<file path="src/rtl/shift_arbiter.sv">
// -----------------------------------------------------------------------------
// shift_arbiter
//
// Two requesters share one 16-bit barrel shifter. Port 0 is the execute stage
// and port 1 is memory-stage alignment. Each cycle at most one request is
// granted. Its operand goes through the shared shifter, and the result is
// captured in a single output register with one cycle of latency.
//
// Handshake (both request ports and the output port):
//   A transfer happens on a rising edge where valid and ready are both 1.
//   A requester holds valid/data/ctrl stable until it sees ready. reqN_ready is
//   combinational and is 1 only in the cycle port N is granted. The output
//   register presents out_valid/out_data/out_src and holds them until the
//   consumer raises out_ready.
//
// Parameters
//   PRIORITY_MODE  0 = round-robin on contention, 1 = port 0 always wins
//
// Ports
//   clk         in   clock, all state updates on the rising edge
//   rst         in   synchronous active-high reset (highest precedence)
//   flush       in   synchronous active-high flush (beats any grant)
//   req0_valid  in   port 0 request present
//   req0_data   in   port 0 16-bit operand
//   req0_ctrl   in   port 0 control: [3:0] amount, [4] right, [5] arithmetic
//   req0_ready  out  port 0 granted this cycle
//   req1_*           same set for port 1
//   out_valid   out  output register holds a result
//   out_data    out  registered shift result
//   out_src     out  index of the port that produced out_data
//   out_ready   in   consumer takes out_data this cycle
// -----------------------------------------------------------------------------
module shift_arbiter #(
   parameter int PRIORITY_MODE = 0
) (
   input  logic        clk,
   input  logic        rst,
   input  logic        flush,

   input  logic        req0_valid,
   input  logic [15:0] req0_data,
   input  logic [5:0]  req0_ctrl,
   output logic        req0_ready,

   input  logic        req1_valid,
   input  logic [15:0] req1_data,
   input  logic [5:0]  req1_ctrl,
   output logic        req1_ready,

   output logic        out_valid,
   output logic [15:0] out_data,
   output logic        out_src,
   input  logic        out_ready
);

   // ---------------------------------------------------------------------------
   // State
   // ---------------------------------------------------------------------------
   logic        out_valid_q, out_valid_d;
   logic [15:0] out_data_q,  out_data_d;
   logic        out_src_q,   out_src_d;
   // Index of the most recently granted port. It resets to 1 so that port 0
   // wins the first contention.
   logic        last_grant_q, last_grant_d;

   // ---------------------------------------------------------------------------
   // Arbitration
   // ---------------------------------------------------------------------------
   logic slot_free;
   logic can_grant;
   logic port0_wins_tie;
   logic gnt0;
   logic gnt1;
   logic any_gnt;

   always_comb begin
      // The output register can take a new result when it is empty, or when
      // its current result drains in this same cycle.
      slot_free = !out_valid_q || out_ready;
      can_grant = slot_free && !flush && !rst;

      // On contention in fixed-priority mode port 0 always wins. In
      // round-robin mode the port that was not granted last wins.
      if (PRIORITY_MODE == 1) begin
         port0_wins_tie = 1'b1;
      end else begin
         port0_wins_tie = last_grant_q;
      end

      gnt0    = can_grant && req0_valid && (!req1_valid || port0_wins_tie);
      gnt1    = can_grant && req1_valid && !gnt0;
      any_gnt = gnt0 || gnt1;
   end

   assign req0_ready = gnt0;
   assign req1_ready = gnt1;

   // ---------------------------------------------------------------------------
   // Shared shifter
   //
   // Only a right shifter is built. A left shift is done by bit-reversing the
   // operand, shifting it right with zero fill, and reversing the result.
   // The operand comes from whichever port holds the grant. When nothing is
   // granted the result is unused.
   // ---------------------------------------------------------------------------
   logic [15:0] sh_operand;
   logic [5:0]  sh_ctrl;
   logic [3:0]  sh_amount;
   logic        sh_right;
   logic        sh_fill;
   logic [15:0] sh_stage0;
   logic [15:0] sh_stage1;
   logic [15:0] sh_stage2;
   logic [15:0] sh_stage3;
   logic [15:0] sh_stage4;
   logic [15:0] sh_result;

   always_comb begin
      sh_operand = gnt1 ? req1_data : req0_data;
      sh_ctrl    = gnt1 ? req1_ctrl : req0_ctrl;
      sh_amount  = sh_ctrl[3:0];
      sh_right   = sh_ctrl[4];
      // The arithmetic bit only applies to right shifts.
      sh_fill    = sh_right && sh_ctrl[5] && sh_operand[15];

      sh_stage0 = 16'h0000;
      for (int b = 0; b < 16; b++) begin
         sh_stage0[b] = sh_right ? sh_operand[b] : sh_operand[15 - b];
      end

      sh_stage1 = sh_amount[0] ? {sh_fill, sh_stage0[15:1]}       : sh_stage0;
      sh_stage2 = sh_amount[1] ? {{2{sh_fill}}, sh_stage1[15:2]}  : sh_stage1;
      sh_stage3 = sh_amount[2] ? {{4{sh_fill}}, sh_stage2[15:4]}  : sh_stage2;
      sh_stage4 = sh_amount[3] ? {{8{sh_fill}}, sh_stage3[15:8]}  : sh_stage3;

      sh_result = 16'h0000;
      for (int b = 0; b < 16; b++) begin
         sh_result[b] = sh_right ? sh_stage4[b] : sh_stage4[15 - b];
      end
   end

   // ---------------------------------------------------------------------------
   // Output register next state (the precedence order is reset, flush, grant,
   // drain)
   // ---------------------------------------------------------------------------
   always_comb begin
      out_valid_d  = out_valid_q;
      out_data_d   = out_data_q;
      out_src_d    = out_src_q;
      last_grant_d = last_grant_q;

      if (rst) begin
         out_valid_d  = 1'b0;
         out_data_d   = 16'h0000;
         out_src_d    = 1'b0;
         last_grant_d = 1'b1;
      end else if (flush) begin
         // A flush drops the held result but keeps its data and the
         // arbitration history.
         out_valid_d = 1'b0;
      end else if (any_gnt) begin
         out_valid_d  = 1'b1;
         out_data_d   = sh_result;
         out_src_d    = gnt1;
         last_grant_d = gnt1;
      end else if (out_ready) begin
         out_valid_d = 1'b0;
      end
   end

   always_ff @(posedge clk) begin
      out_valid_q  <= out_valid_d;
      out_data_q   <= out_data_d;
      out_src_q    <= out_src_d;
      last_grant_q <= last_grant_d;
   end

   assign out_valid = out_valid_q;
   assign out_data  = out_data_q;
   assign out_src   = out_src_q;

endmodule

</file>
<file path="config.mk">
export PLATFORM = sky130hd
export DESIGN_NAME = shift_arbiter
export DESIGN_NICKNAME = d
export VERILOG_FILES = /design/src/rtl/shift_arbiter.sv
export SDC_FILE = /design/constraint.sdc
export NUM_CORES = 1
export LEC_CHECK = 0
export BUFFER_PORTS_ARGS = -buffer_cell sky130_fd_sc_hd__buf_4
export CELL_PAD_IN_SITES_DETAIL_PLACEMENT = 1
export CELL_PAD_IN_SITES_GLOBAL_PLACEMENT = 1
export CORE_ASPECT_RATIO = 2
export CORE_MARGIN = 1
export CORE_UTILIZATION = 42
export DETAILED_ROUTE_END_ITERATION = 10
export PLACE_DENSITY = 0.86
export SLEW_MARGIN = 20
export SYNTH_ARGS = -nofsm -noshare
export SYNTH_HDL_FRONTEND = slang
export SYNTH_SLANG_ARGS = --single-unit
export TNS_END_PERCENT = 10
</file>
<file path="constraint.sdc">
create_clock -name clk -period 2.7 [get_ports clk]
set_clock_uncertainty 0.2 [all_clocks]
set_input_delay 0.135 -clock clk [delete_from_list [all_inputs] [get_ports clk]]
set_output_delay 0.135 -clock clk [all_outputs]
set_load 0.02 [all_outputs]
</file>
* After elaboration in Yosys (flattened, before gate mapping) *
Index checks and enable logic that the tools add are counted.
Widths: inputs -> output; s select.

storage, ports and cells
  output and inout bits = 20
  logic and storage cells = 64
  register bits after elaboration = 19
  input bits = 50

operators by class
  reduce and logical (&&, ||, !) cells = 19
  muxes and demuxes = 40
  bitwise gates (word level) = 1

operators with widths
  kind               number
  $mux 16            5
  $mux 1             34
  $logic_and 1x1->1  8
  $mux 6             1
  $logic_not 1->1    5
  $logic_or 1x1->1   3
  $reduce_and 2->1   1
  $reduce_bool 2->1  1
  $reduce_or 2->1    1
  $not 1->1          1

* Depth between registers and ports, before layout *
  depth in word-level cells = 16
  depth in mapped cells = 11

* Worst setup path before layout *
OpenSTA, ideal clock, no wires.

  kind = register -> register
  start = register out_valid_q, in the netlist out_valid
  end = register out_data_q[12], in the netlist out_data[12]
  required time = 2375 ps
  period minus slack after synthesis = 2277 ps
  cell stages (with the launch flop) = 10
  arrival time = 1952 ps
  path slack = 423 ps
  path through = dfxtp_1 nand2b_1 nand3_4 inv_4 buf_12 mux2_4 nor2_4 mux2_2 a32oi_1 o21ai_0

on the way
  word-level cells in the longest chain between the ends = 16

RTL lines
  element                           RTL line  text
  start, declared                   59        logic out_valid_q, out_valid_d;
  start signal, assigned            172       out_valid_q <= out_valid_d;
  $logic_not 1->1 *                 79        slot_free = !out_valid_q || out_ready;
  $logic_or 1x1->1 *                79
  $logic_and 1x1->1 * (2 in a row)  80        can_grant = slot_free && !flush && !rst;
  $logic_and 1x1->1 (2 in a row)    90        gnt0 = can_grant && req0_valid && (!req1_valid || port0_wins_tie);
  $logic_not 1->1                   91        gnt1 = can_grant && req1_valid && !gnt0;
  $logic_and 1x1->1                 91
  $mux 6                            120       sh_ctrl = gnt1 ? req1_ctrl : req0_ctrl;
  $logic_and 1x1->1 (2 in a row)    124       sh_fill = sh_right && sh_ctrl[5] && sh_operand[15];
  $mux 16                           131       sh_stage1 = sh_amount[0] ? {sh_fill, sh_stage0[15:1]} : sh_stage0;
  $mux 16                           132       sh_stage2 = sh_amount[1] ? {{2{sh_fill}}, sh_stage1[15:2]} : sh_stage1;
  $mux 16                           133       sh_stage3 = sh_amount[2] ? {{4{sh_fill}}, sh_stage2[15:4]} : sh_stage2;
  $mux 16                           134       sh_stage4 = sh_amount[3] ? {{8{sh_fill}}, sh_stage3[15:8]} : sh_stage3;
  $mux 1                            138       sh_result[b] = sh_right ? sh_stage4[b] : sh_stage4[15 - b];
  end signal, assigned              173       out_data_q <= out_data_d;
  end, declared                     60        logic [15:0] out_data_q, out_data_d;

Mark *: on every way between the ends. The rest lies on a longest branch, timed or not.
A chain may end at the register's enable or synchronous reset.

* Final worst setup path *
  start = input port rst
  end = register out_data_q[1], in the netlist out_data[1]

on the way
  word-level cells in the longest chain between the ends = 14

RTL lines
  element                         RTL line  text
  start, declared                 37        input logic rst,
  $logic_not 1->1                 80
  $logic_and 1x1->1               80
  $logic_and 1x1->1 (2 in a row)  90
  $logic_not 1->1                 91
  $logic_and 1x1->1               91
  $mux 6                          120
  $logic_and 1x1->1 (2 in a row)  124
  $mux 16                         131
  $mux 16                         132
  $mux 16                         133
  $mux 16                         134
  $mux 1                          138

Several ways; a longest one is shown, not always the timed one.

==> run metrics <==
status=finished clean; type of element launching the critical path=input port; Seq/Total Area, Yosys=12.47%; final hold violations=0; initial DRC count=190; CTS tree=done; final wirelength=11500 um; worst vdd ir=0.1821 mV; reg-to-reg startpoint=last_grant_q$_SDFFE_PP1P_; hpwl dp=9222 um; number of global-route vias before repair=3301; CTS sink cnt=19; PwrDens=356.9 nW/um^2; die area=7626 um^2; gp weighted congestion=0.9926; first-pass GRT wire length=17820 um; Worst Tran Pin Value=0.5791 ns; Max-cap violations=0; Total Power=1.309 mW; Post-synth ARST share=0%; H-tree depth=1; slew margin rel.=61.21%; cell row count=43; Vias=3192; Final Worst Setup Slack=0.05272 ns; Initial Utilization=43.60%; Worst Path Required=2.67 ns; M1 WL=3696 um; Avg Cell Area, Syn=8.942 um^2; Post-Syn Area=3049 um^2; initial antenna violation count=0; cell mode on critical path=buf_4; max incr delay on CP=0.54 ns; synth top area cells=mux4_2, dfxtp_1, mux2i_1; crit-path cells=dlygate4sd3_1, buf_4, nor2_4, nand3_4, inv_6, mux2i_4, buf_4, a21oi_1, a22oi_2, nand3_1, a211oi_1; # Post-CTS Setup Buffers=0; Final setup viols=0; Post-Synthesis Cells=341; root buffer cell=clkbuf_16; pre-CTS WS=0.2191 ns; Core Box Area=6994 um^2; crit path to=out_data[1]$_SDFFE_PP0P_; area leader, netlist=mux4_2; Critical path origin=rst; Hold Slack=0.007667 ns; Synth warnings=0; cts bufs inserted=3; Congestion Overflow GR=0; met2 wire length=6736 um; PortBufs=69; most common cell in the netlist=nand2_1; Final min period=2.647 ns; Distinct cells, synth=64; first-pass iteration count of the detailed router=6; IO Pins=70; WP data arrival=2.62 ns; Max clock buf depth=2; Routed Antenna Nets=0; reg-to-reg setup timing slack=0.25 ns; Worst Path Max Fanout=18; largest net degree at the start of global routing=30; Nets=449; synthesized flop and latch total=19; Remaining DRCs=0; Post-synth EDFFs=0; post-synth top area share=22.90%; highest routed metal layer=met4; die width=62.25 um; Hold Startpoint=req0_valid; DR WL/cell=23.56 um; Worst Path Buf+Inv=4; Pleak=1.513 nW; CP Capture Type=flop; worst r2r dst=out_data[1]$_SDFFE_PP0P_; via/cell ratio=6.541; CP max-delay cell=dlygate4sd3_1; clock transition at the registers of the reported paths=0.05 ns; Post-Syn Nets=391; wire length on met3=301 um; Ant. Diodes=0; Max Fclk=377.7 MHz; period utilization=98.05%; Worst R2R Path Depth=9; Die Ht=122.5 um; Worst Hold Class=in2reg; GR Util All Layers=31.38%; Area Overhead vs Synth=20.27%; delay-heaviest family, CP=buffers and inverters; synth cell count leaders=nand2_1, mux2i_1, mux4_2; RSZ-0062 raised after global routing=true; CP Depth=11; share of cells above drive strength 1=36.18%; Pins Over Slew Limit=0; worst setup path class=in2reg; clock latency on the worst-skew pair=0.26 ns; Most used DFF post-synth=dfxtp_1
-- kinds of logic (layout without fill, tap and decap cells) --
family / Yosys count / count (layout) / synth area share (%)
AO/OA/AOI/OAI: 95 / 95 / 21.95
AND/OR/NAND/NOR: 112 / 112 / 17.28
flip-flops: 19 / 19 / 12.47
XOR/XNOR: 2 / 2 / 0.5746
multiplexers: 80 / 80 / 40.21
buffers and inverters: 33 / 90 / 7.509
-- worst min-delay path, stage by stage --
cell and delay (ns):
buf_4 0.09, nor2_1 0.05, a21boi_0 0.14
-- cell type report --
cell class                 instances  area [um^2]
fill                             862         3327
timing repair buffer              79        601.8
inverter                           7        31.28
multi-input combinational        289         2462
sequential                        19        380.4
clock buffer                       4        78.83
tap                               90        112.6
-- per-stage QoR --
step	std cells	TNS [ns]	cell area, um^2	utilization, %
floorplan	341	0	3049	-
global placement	482	0	3540	50.61
detailed placement	482	0	3540	50.61
CTS	488	0	3638	52.02
global route	488	-0.05391	3667	52.43
finish	488	0	3667	52.43
-- where the power goes --
part | switching [mW] | internal (mW)
Combinational | 0.376 | 0.299
Clock | 0.115 | 0.201
Sequential | 0.0132 | 0.304
-- what timing repair did --
action | CTS | global route
endpoints found under the hold margin | 3 | 0
hold buffers | 2 | 0
endpoints found under the setup margin | 0 | 6
resized for setup | 0 | 7
-- flip-flops by register name, summed over array words and instances (netlist names) --
name / count
out_data: 16
out_valid: 1
last_grant_q: 1
out_src: 1
-- per-layer routing --
layer / vias up / track usage [%]
met4: 0 / 21.51
met2: 116 / 64.29
met5: - / 0
li1: 1447 / -
met1: 1586 / 28.15
met3: 43 / 2.509
-- cells in the final DEF, fill, tap and decap left out, types with 4 or more instances in the layout --
cell and instances:
buf_4 76, nand2_1 50, mux2i_1 33, mux4_2 31, nor2_1 23, a21oi_1 20
dfxtp_1 19, o21ai_0 15, nand3_1 12, mux2_2 10, a32oi_1 7, o221ai_1 7
nor2b_1 6, o21ai_1 5, a211oi_1 5, inv_1 4
-- worst min-delay path by stage --
stage	slack [ns]	cells past startpoint	endpoint
after CTS	0.02	3	out_valid$_SDFFE_PP0P_
final	0.008	3	out_valid$_SDFFE_PP0P_
after global routing	0.03	3	out_valid$_SDFFE_PP0P_
after global placement	0.20	2	out_src$_SDFFE_PP0P_
after detailed placement	0.20	2	out_src$_SDFFE_PP0P_
after floorplan	0.007	1	out_src$_SDFFE_PP0P_
Note: power is estimated with default switching activity, not from simulation.
